[config.mk]
export PLATFORM = sky130hd
export DESIGN_NAME = gmii_frame_gen_flat
export DESIGN_NICKNAME = d
export VERILOG_FILES = /design/src/rtl/gmii_frame_gen_if.sv /design/src/rtl/gmii_frame_gen.sv /design/src/flat_wrapper.sv
export SDC_FILE = /design/constraint.sdc
export NUM_CORES = 1
export LEC_CHECK = 0
export CAP_MARGIN = 10
export CELL_PAD_IN_SITES_DETAIL_PLACEMENT = 1
export CELL_PAD_IN_SITES_GLOBAL_PLACEMENT = 1
export CORE_MARGIN = 10
export CORE_UTILIZATION = 37
export CTS_BUF_LIST = sky130_fd_sc_hd__clkbuf_8
export CTS_CLUSTER_SIZE = 14
export DETAILED_ROUTE_END_ITERATION = 6
export MAX_ROUTING_LAYER = met4
export PLACE_DENSITY = 0.79
export SETUP_SLACK_MARGIN = 0.4
export SLEW_MARGIN = 20
export SYNTH_ARGS = -nofsm -noshare
export SYNTH_HDL_FRONTEND = slang
export SYNTH_SLANG_ARGS = --single-unit
[constraint.sdc]
create_clock -name gtx_clk -period 3.5 [get_ports gtx_clk]
set_input_delay 0.875 -clock gtx_clk [delete_from_list [all_inputs] [get_ports gtx_clk]]
set_output_delay 0.875 -clock gtx_clk [all_outputs]
set_load 0.01 [all_outputs]
[src/rtl/gmii_frame_gen_if.sv]
// Frame-request and GMII byte-stream bundle for gmii_frame_gen.
// The master requests frames and observes the transmitted stream.
interface gmii_frame_gen_if #(
    parameter int LEN_W = 7,
    parameter int CNT_W = 16
);
    logic             start;
    logic [LEN_W-1:0] frame_len;
    logic             pattern_mode;
    logic [7:0]       seed;
    logic             err_en;
    logic [LEN_W-1:0] err_pos;
    logic [7:0]       txd;
    logic             tx_en;
    logic             tx_er;
    logic             txd_k;
    logic             busy;
    logic             frame_done;
    logic [CNT_W-1:0] frame_count;

    modport master (
        output start, frame_len, pattern_mode, seed, err_en, err_pos,
        input  txd, tx_en, tx_er, txd_k, busy, frame_done, frame_count
    );

    modport slave (
        input  start, frame_len, pattern_mode, seed, err_en, err_pos,
        output txd, tx_en, tx_er, txd_k, busy, frame_done, frame_count
    );
endinterface

[src/rtl/gmii_frame_gen.sv]
// GMII-side frame source: idle pairs, /S/, payload, /T/, /R/ with
// programmable length, pattern, and single-byte error injection.
module gmii_frame_gen #(
    parameter int MAX_LEN    = 64,
    parameter int LEN_W      = 7,
    parameter int IDLE_PAIRS = 2,
    parameter int CNT_W      = 16
) (
    input logic             gtx_clk,
    input logic             reset_L,
    gmii_frame_gen_if.slave gen
);
    localparam logic [7:0] K_COMMA = 8'hBC;
    localparam logic [7:0] D_IDLE  = 8'h50;
    localparam logic [7:0] SYM_S   = 8'hFB;
    localparam logic [7:0] SYM_T   = 8'hFD;
    localparam logic [7:0] SYM_R   = 8'hAF;
    localparam logic [7:0] SYM_V   = 8'hFE;

    localparam int               PW      = $clog2(IDLE_PAIRS + 1) + 1;
    localparam logic [PW-1:0]    PAIRS   = PW'(IDLE_PAIRS);
    localparam logic [LEN_W-1:0] LEN_MAX = LEN_W'(MAX_LEN);

    typedef enum logic [2:0] {
        IDLE_K,
        IDLE_D,
        SOP,
        DATA,
        EOP,
        R1,
        R2
    } state_t;

    state_t state, state_nxt;
    logic   parity;

    logic [PW-1:0] pair_cnt, pair_inc;

    logic             slot_full;
    logic [LEN_W-1:0] slot_len, slot_ep;
    logic [7:0]       slot_seed;
    logic             slot_mode, slot_ee;

    logic [LEN_W-1:0] cur_len, cur_ep, idx;
    logic             cur_mode, cur_ee;
    logic [7:0]       pat;

    logic [7:0]       txd_q, txd_nxt;
    logic             en_q;
    logic             er_q, er_nxt;
    logic             k_q, k_nxt;
    logic             busy_q, busy_nxt;
    logic             done_q, done_nxt;
    logic [CNT_W-1:0] cnt_q;

    logic accept, last_byte, frame_end;

    // Fibonacci LFSR for x^8+x^6+x^5+x^4+1
    function automatic logic [7:0] lfsr_step(input logic [7:0] v);
        return {v[6:0], v[7] ^ v[5] ^ v[4] ^ v[3]};
    endfunction

    assign accept = gen.start && (gen.frame_len != '0)
                    && !slot_full && !busy_q;
    assign last_byte = (idx == cur_len - LEN_W'(1));
    assign pair_inc  = (pair_cnt == PAIRS) ? pair_cnt
                                           : pair_cnt + PW'(1);
    // busy is still high only on the first idle after the last /R/
    assign frame_end = (state == IDLE_K) && busy_q;

    always_comb begin
        state_nxt = state;
        txd_nxt   = K_COMMA;
        k_nxt     = 1'b1;
        er_nxt    = 1'b0;
        busy_nxt  = busy_q;
        done_nxt  = 1'b0;
        unique case (state)
            IDLE_K: begin
                state_nxt = IDLE_D;
                busy_nxt  = 1'b0;
                done_nxt  = busy_q;
            end
            IDLE_D: begin
                txd_nxt   = D_IDLE;
                state_nxt = (slot_full && pair_inc >= PAIRS) ? SOP
                                                             : IDLE_K;
            end
            SOP: begin
                txd_nxt   = SYM_S;
                busy_nxt  = 1'b1;
                state_nxt = DATA;
            end
            DATA: begin
                k_nxt = 1'b0;
                if (cur_ee && idx == cur_ep) begin
                    txd_nxt = SYM_V;
                    er_nxt  = 1'b1;
                end else begin
                    txd_nxt = pat;
                end
                state_nxt = last_byte ? EOP : DATA;
            end
            EOP: begin
                txd_nxt   = SYM_T;
                state_nxt = R1;
            end
            R1: begin
                txd_nxt   = SYM_R;
                // an extra /R/ keeps the next comma on an even cycle
                state_nxt = parity ? IDLE_K : R2;
            end
            R2: begin
                txd_nxt   = SYM_R;
                state_nxt = IDLE_K;
            end
            default: state_nxt = IDLE_K;
        endcase
    end

    always_ff @(posedge gtx_clk) begin
        if (!reset_L) begin
            state     <= IDLE_K;
            parity    <= 1'b0;
            pair_cnt  <= '0;
            slot_full <= 1'b0;
            slot_len  <= '0;
            slot_ep   <= '0;
            slot_seed <= '0;
            slot_mode <= 1'b0;
            slot_ee   <= 1'b0;
            cur_len   <= '0;
            cur_ep    <= '0;
            cur_mode  <= 1'b0;
            cur_ee    <= 1'b0;
            idx       <= '0;
            pat       <= '0;
            txd_q     <= '0;
            en_q      <= 1'b0;
            er_q      <= 1'b0;
            k_q       <= 1'b0;
            busy_q    <= 1'b0;
            done_q    <= 1'b0;
            cnt_q     <= '0;
        end else begin
            state  <= state_nxt;
            parity <= ~parity;
            txd_q  <= txd_nxt;
            en_q   <= 1'b1;
            er_q   <= er_nxt;
            k_q    <= k_nxt;
            busy_q <= busy_nxt;
            done_q <= done_nxt;

            if (state == IDLE_D) begin
                pair_cnt <= pair_inc;
            end else if ((state == R1 || state == R2)
                         && state_nxt == IDLE_K) begin
                pair_cnt <= '0;
            end

            if (frame_end) begin
                cnt_q <= cnt_q + CNT_W'(1);
            end

            if (state == SOP) begin
                slot_full <= 1'b0;
                cur_len   <= slot_len;
                cur_ep    <= slot_ep;
                cur_mode  <= slot_mode;
                cur_ee    <= slot_ee;
                pat       <= slot_seed;
                idx       <= '0;
            end else if (accept) begin
                slot_full <= 1'b1;
                slot_len  <= (gen.frame_len > LEN_MAX) ? LEN_MAX
                                                       : gen.frame_len;
                slot_ep   <= gen.err_pos;
                slot_seed <= gen.seed;
                slot_mode <= gen.pattern_mode;
                slot_ee   <= gen.err_en;
            end

            if (state == DATA) begin
                idx <= idx + LEN_W'(1);
                pat <= cur_mode ? lfsr_step(pat) : pat + 8'd1;
            end
        end
    end

    assign gen.txd         = txd_q;
    assign gen.tx_en       = en_q;
    assign gen.tx_er       = er_q;
    assign gen.txd_k       = k_q;
    assign gen.busy        = busy_q;
    assign gen.frame_done  = done_q;
    assign gen.frame_count = cnt_q;
endmodule

[src/flat_wrapper.sv]
// flat-port wrapper written by rule: the top's interface ports become plain ports
module gmii_frame_gen_flat 
#(
    parameter int MAX_LEN    = 64,
    parameter int LEN_W      = 7,
    parameter int IDLE_PAIRS = 2,
    parameter int CNT_W      = 16
)
  (gtx_clk, reset_L, gen_start, gen_frame_len, gen_pattern_mode, gen_seed, gen_err_en, gen_err_pos, gen_txd, gen_tx_en, gen_tx_er, gen_txd_k, gen_busy, gen_frame_done, gen_frame_count);
  gmii_frame_gen_if #(.LEN_W(LEN_W), .CNT_W(CNT_W)) gen_i ();
  input logic gtx_clk;
  input logic reset_L;
  input wire logic [$bits(gen_i.start)-1:0] gen_start;
  input wire logic [$bits(gen_i.frame_len)-1:0] gen_frame_len;
  input wire logic [$bits(gen_i.pattern_mode)-1:0] gen_pattern_mode;
  input wire logic [$bits(gen_i.seed)-1:0] gen_seed;
  input wire logic [$bits(gen_i.err_en)-1:0] gen_err_en;
  input wire logic [$bits(gen_i.err_pos)-1:0] gen_err_pos;
  output wire logic [$bits(gen_i.txd)-1:0] gen_txd;
  output wire logic [$bits(gen_i.tx_en)-1:0] gen_tx_en;
  output wire logic [$bits(gen_i.tx_er)-1:0] gen_tx_er;
  output wire logic [$bits(gen_i.txd_k)-1:0] gen_txd_k;
  output wire logic [$bits(gen_i.busy)-1:0] gen_busy;
  output wire logic [$bits(gen_i.frame_done)-1:0] gen_frame_done;
  output wire logic [$bits(gen_i.frame_count)-1:0] gen_frame_count;
  assign gen_i.start = gen_start;
  assign gen_i.frame_len = gen_frame_len;
  assign gen_i.pattern_mode = gen_pattern_mode;
  assign gen_i.seed = gen_seed;
  assign gen_i.err_en = gen_err_en;
  assign gen_i.err_pos = gen_err_pos;
  assign gen_txd = gen_i.txd;
  assign gen_tx_en = gen_i.tx_en;
  assign gen_tx_er = gen_i.tx_er;
  assign gen_txd_k = gen_i.txd_k;
  assign gen_busy = gen_i.busy;
  assign gen_frame_done = gen_i.frame_done;
  assign gen_frame_count = gen_i.frame_count;
  gmii_frame_gen #(.MAX_LEN(MAX_LEN), .LEN_W(LEN_W), .IDLE_PAIRS(IDLE_PAIRS), .CNT_W(CNT_W)) u_core (.gtx_clk(gtx_clk), .reset_L(reset_L), .gen(gen_i));
endmodule
==> metrics.yaml <==
grt:
  grt_max_degree: 42
  antenna_found_initial: 0
  grt_remaining_overflow: 0
  grt.total_usage_pct: 14.2
  grt_pass1_vias: 3875
  grt_pass1_wl_mm: 19.0
synth:
  synth_cell_types: 61
  synth_flop_cell: "dfxtp_1"
  syn_area_um2: 4250
  ys_seq_area_share_pct: 43.3
  synth_cells: 524
  synth_area_leader_cell: "dfxtp_1"
  synth_nets: 557
  synth_edf_count: 0
  postSynth.asyncResetShare_pct: 0
  yosysWarnings: 0
  synth-seq-cells: 92
  synth_common_cells: "nand2_1 (99), dfxtp_1 (92), a21oi_1 (78), nor2_1 (37), clkbuf_1 (28)"
  yosysMostFrequentCell: "nand2_1"
  post_synth.cell_area_avg_um2: 8.12
  netlist.area_leader.share_pct: 43.3
  synthTopCellsByArea: "dfxtp_1 (43%), a21oi_1 (9.2%), nand2_1 (8.7%)"
detailed_routing:
  ant_nets: 0
  routed_via_density: 5.26
  drc: 0
  vias: 3732
  dr.pass1.iters: 4
  routed_wl_mm: 11.1
  wl_per_cell_um: 15.6
  drt_iter0_drc: 161
cts:
  htreeDepth: 3
  postCtsHoldBufs: 0
  postCtsResizedCells: 0
  cts_root_buffer: "clkbuf_8"
  cts_tree: "built"
  clkTransAtPathRegs_ns: 0.09
  clk_path_buf_depth: 2
  clock_latency_ns: 0.36
  clock_sinks: 92
  cts_buffers: 9
  cts_setup_buffers: 0
placement:
  post_dp_cell_area_um2: 4890
  place_congestion: 0.816
  dpl.hpwl_mm: 8.24
  port_buffers: 55
  dp.cells: 694
sta:
  finalCriticalPeriod_ns: 2.59
  finalSetupViolations: 0
  hold_viol_final: 0
  post-route-period-util_pct: 74.0
  tns_ns: 0
  rsz0062_at_grt: "false"
  maxSlewViolCount: 0
  max_freq_mhz: 386
  worst_pin_slew_ns: 0.762
  skew_ns: 0.0122
  slew_headroom_pct: 49.0
flow_run:
  maxCapViolations: 0
critical_path:
  critPathBufInv: 2
  critPathRequiredTime_ns: 3.78
  path_delay_family: "buffers and inverters"
  worst-setup-path-type: "in -> reg"
  cp_max_fo: 24
  path_cells: "clkdlybuf4s50_1 -> nor4_1 -> a2111oi_1 -> and2_1 -> buf_4 -> nand3b_1 -> a21oi_1"
  startpoint_type: "primary input"
  rr_worst_depth: 7
  arrival_ns: 2.87
  endpoint_kind: "register"
  path_depth: 7
  slowest_stage: "clkdlybuf4s50_1"
  crit_path_max_incr_delay_ns: 0.59
finish:
  fillCellCount: 1402
  fin_util_pct: 44.7
  syn2layout_area_growth_pct: 19.1
  fin_area_um2: 5060
  fin_cells: 710
  drive_gt1_share_pct: 6.00
  final_nets: 595
  diodes: 0
floorplanning:
  die_w_um: 127
  start_util_pct: 37.6
  fp.dieH_um: 127
  rows: 39
  ios: 56
  dieArea_um2: 16200
  core_area_um2: 11300
run_status:
  status: "completed"
pwr:
  power_mw: 2.07
  p_per_area_nw_per_um2: 409
  vdd_ir_drop_max_v: 0.000173
  leakagePower_nw: 1.80
hold_path:
  hold-path-cell-count: 2
  hold_class: "reg -> reg"
[where the power goes]
group          internal (mW)  switching [mW]  total, mW
logic                  0.127           0.162      0.289
clock network          0.270           0.363      0.633
registers               1.10          0.0500       1.15
total                   1.49           0.576       2.07
[worst min-delay path: stages, from the launching register on]
cell	delay, ns
dfxtp_1	0.32
nand2_1	0.05
a21oi_1	0.05
[layout make-up]
class | count | area (um2) | share of cell area, %
Multi-Input combinational cell | 386 | 2220 | 43.9
Tap cell | 143 | 179 | 3.53
Clock buffer | 10 | 138 | 2.72
Timing Repair Buffer | 63 | 611 | 12.1
Sequential cell | 92 | 1840 | 36.4
Clock inverter | 6 | 32.5 | 0.642
Inverter | 10 | 37.5 | 0.741
[sequential cells by signal, summed over array words and instances, names as in the netlist, 8 cells and up]
register	flops
u_core.pat	8
u_core.gen.frame_count	16
u_core.gen.txd	8
u_core.slot_seed	8
[layout by cell type (no fill, tap or decap), types with 3 or more instances in the layout]
| cell type | netlist | routed |
|---|---|---|
| nand2_1 | 99 | 99 |
| dfxtp_1 | 92 | 92 |
| a21oi_1 | 78 | 78 |
| clkdlybuf4s50_1 | 0 | 55 |
| nor2_1 | 37 | 37 |
| xnor2_1 | 21 | 21 |
| o21ai_0 | 18 | 18 |
| inv_1 | 8 | 10 |
| nand3_1 | 10 | 10 |
| clkbuf_8 | 0 | 10 |
| xor2_1 | 9 | 9 |
| nor3_1 | 9 | 9 |
| mux2i_1 | 8 | 8 |
| nor2b_1 | 8 | 8 |
| buf_4 | 0 | 8 |
| or3_1 | 7 | 7 |
| nand4_1 | 6 | 6 |
| and3_1 | 6 | 6 |
| nand3b_1 | 6 | 6 |
| ha_1 | 6 | 6 |
| o211ai_1 | 5 | 5 |
| a21o_1 | 3 | 3 |
| a211oi_1 | 3 | 3 |
| nor4_1 | 3 | 3 |
| and4_1 | 3 | 3 |
[stage by stage]
stage          setup slack (ns)  hold slack, ns
2_1_floorplan              1.35           0.424
3_3_place_gp              0.738           0.440
3_5_place_dp              0.569           0.449
4_1_cts                   0.948           0.460
5_1_grt                   0.682           0.486
6_report                  0.910           0.459
[layer usage]
layer / track usage (%) / wire (um) / up-vias
met5: - / 0 / -
met4: 6.16 / 203 / 0
met3: 2.73 / 416 / 12
met2: 22.4 / 5030 / 70
met1: 17.5 / 5460 / 1768
li1: - / - / 1882
[cells by family after synthesis]
group | Yosys count | synth area share (%)
AOI/OAI and AO/OA | 132 | 18.2
DFF | 92 | 43.3
muxes | 8 | 1.88
and+or+nand+nor | 210 | 24.2
adders and majority gates | 6 | 1.77
xor gates and xnor gates | 30 | 6.18
buffers and inverters | 46 | 4.38
[worst paths after layout]
check | slack, ns | from | end
max | 0.91 | gen_frame_len[6] | u_core.slot_len[4]
min | 0.46 | u_core.slot_ep[5] | u_core.cur_ep[5]
max reg2reg | 0.99 | u_core.state[1] | u_core.slot_len[4]
min reg2reg | 0.46 | u_core.slot_ep[5] | u_core.cur_ep[5]
Power figures use the tool's default switching activity.
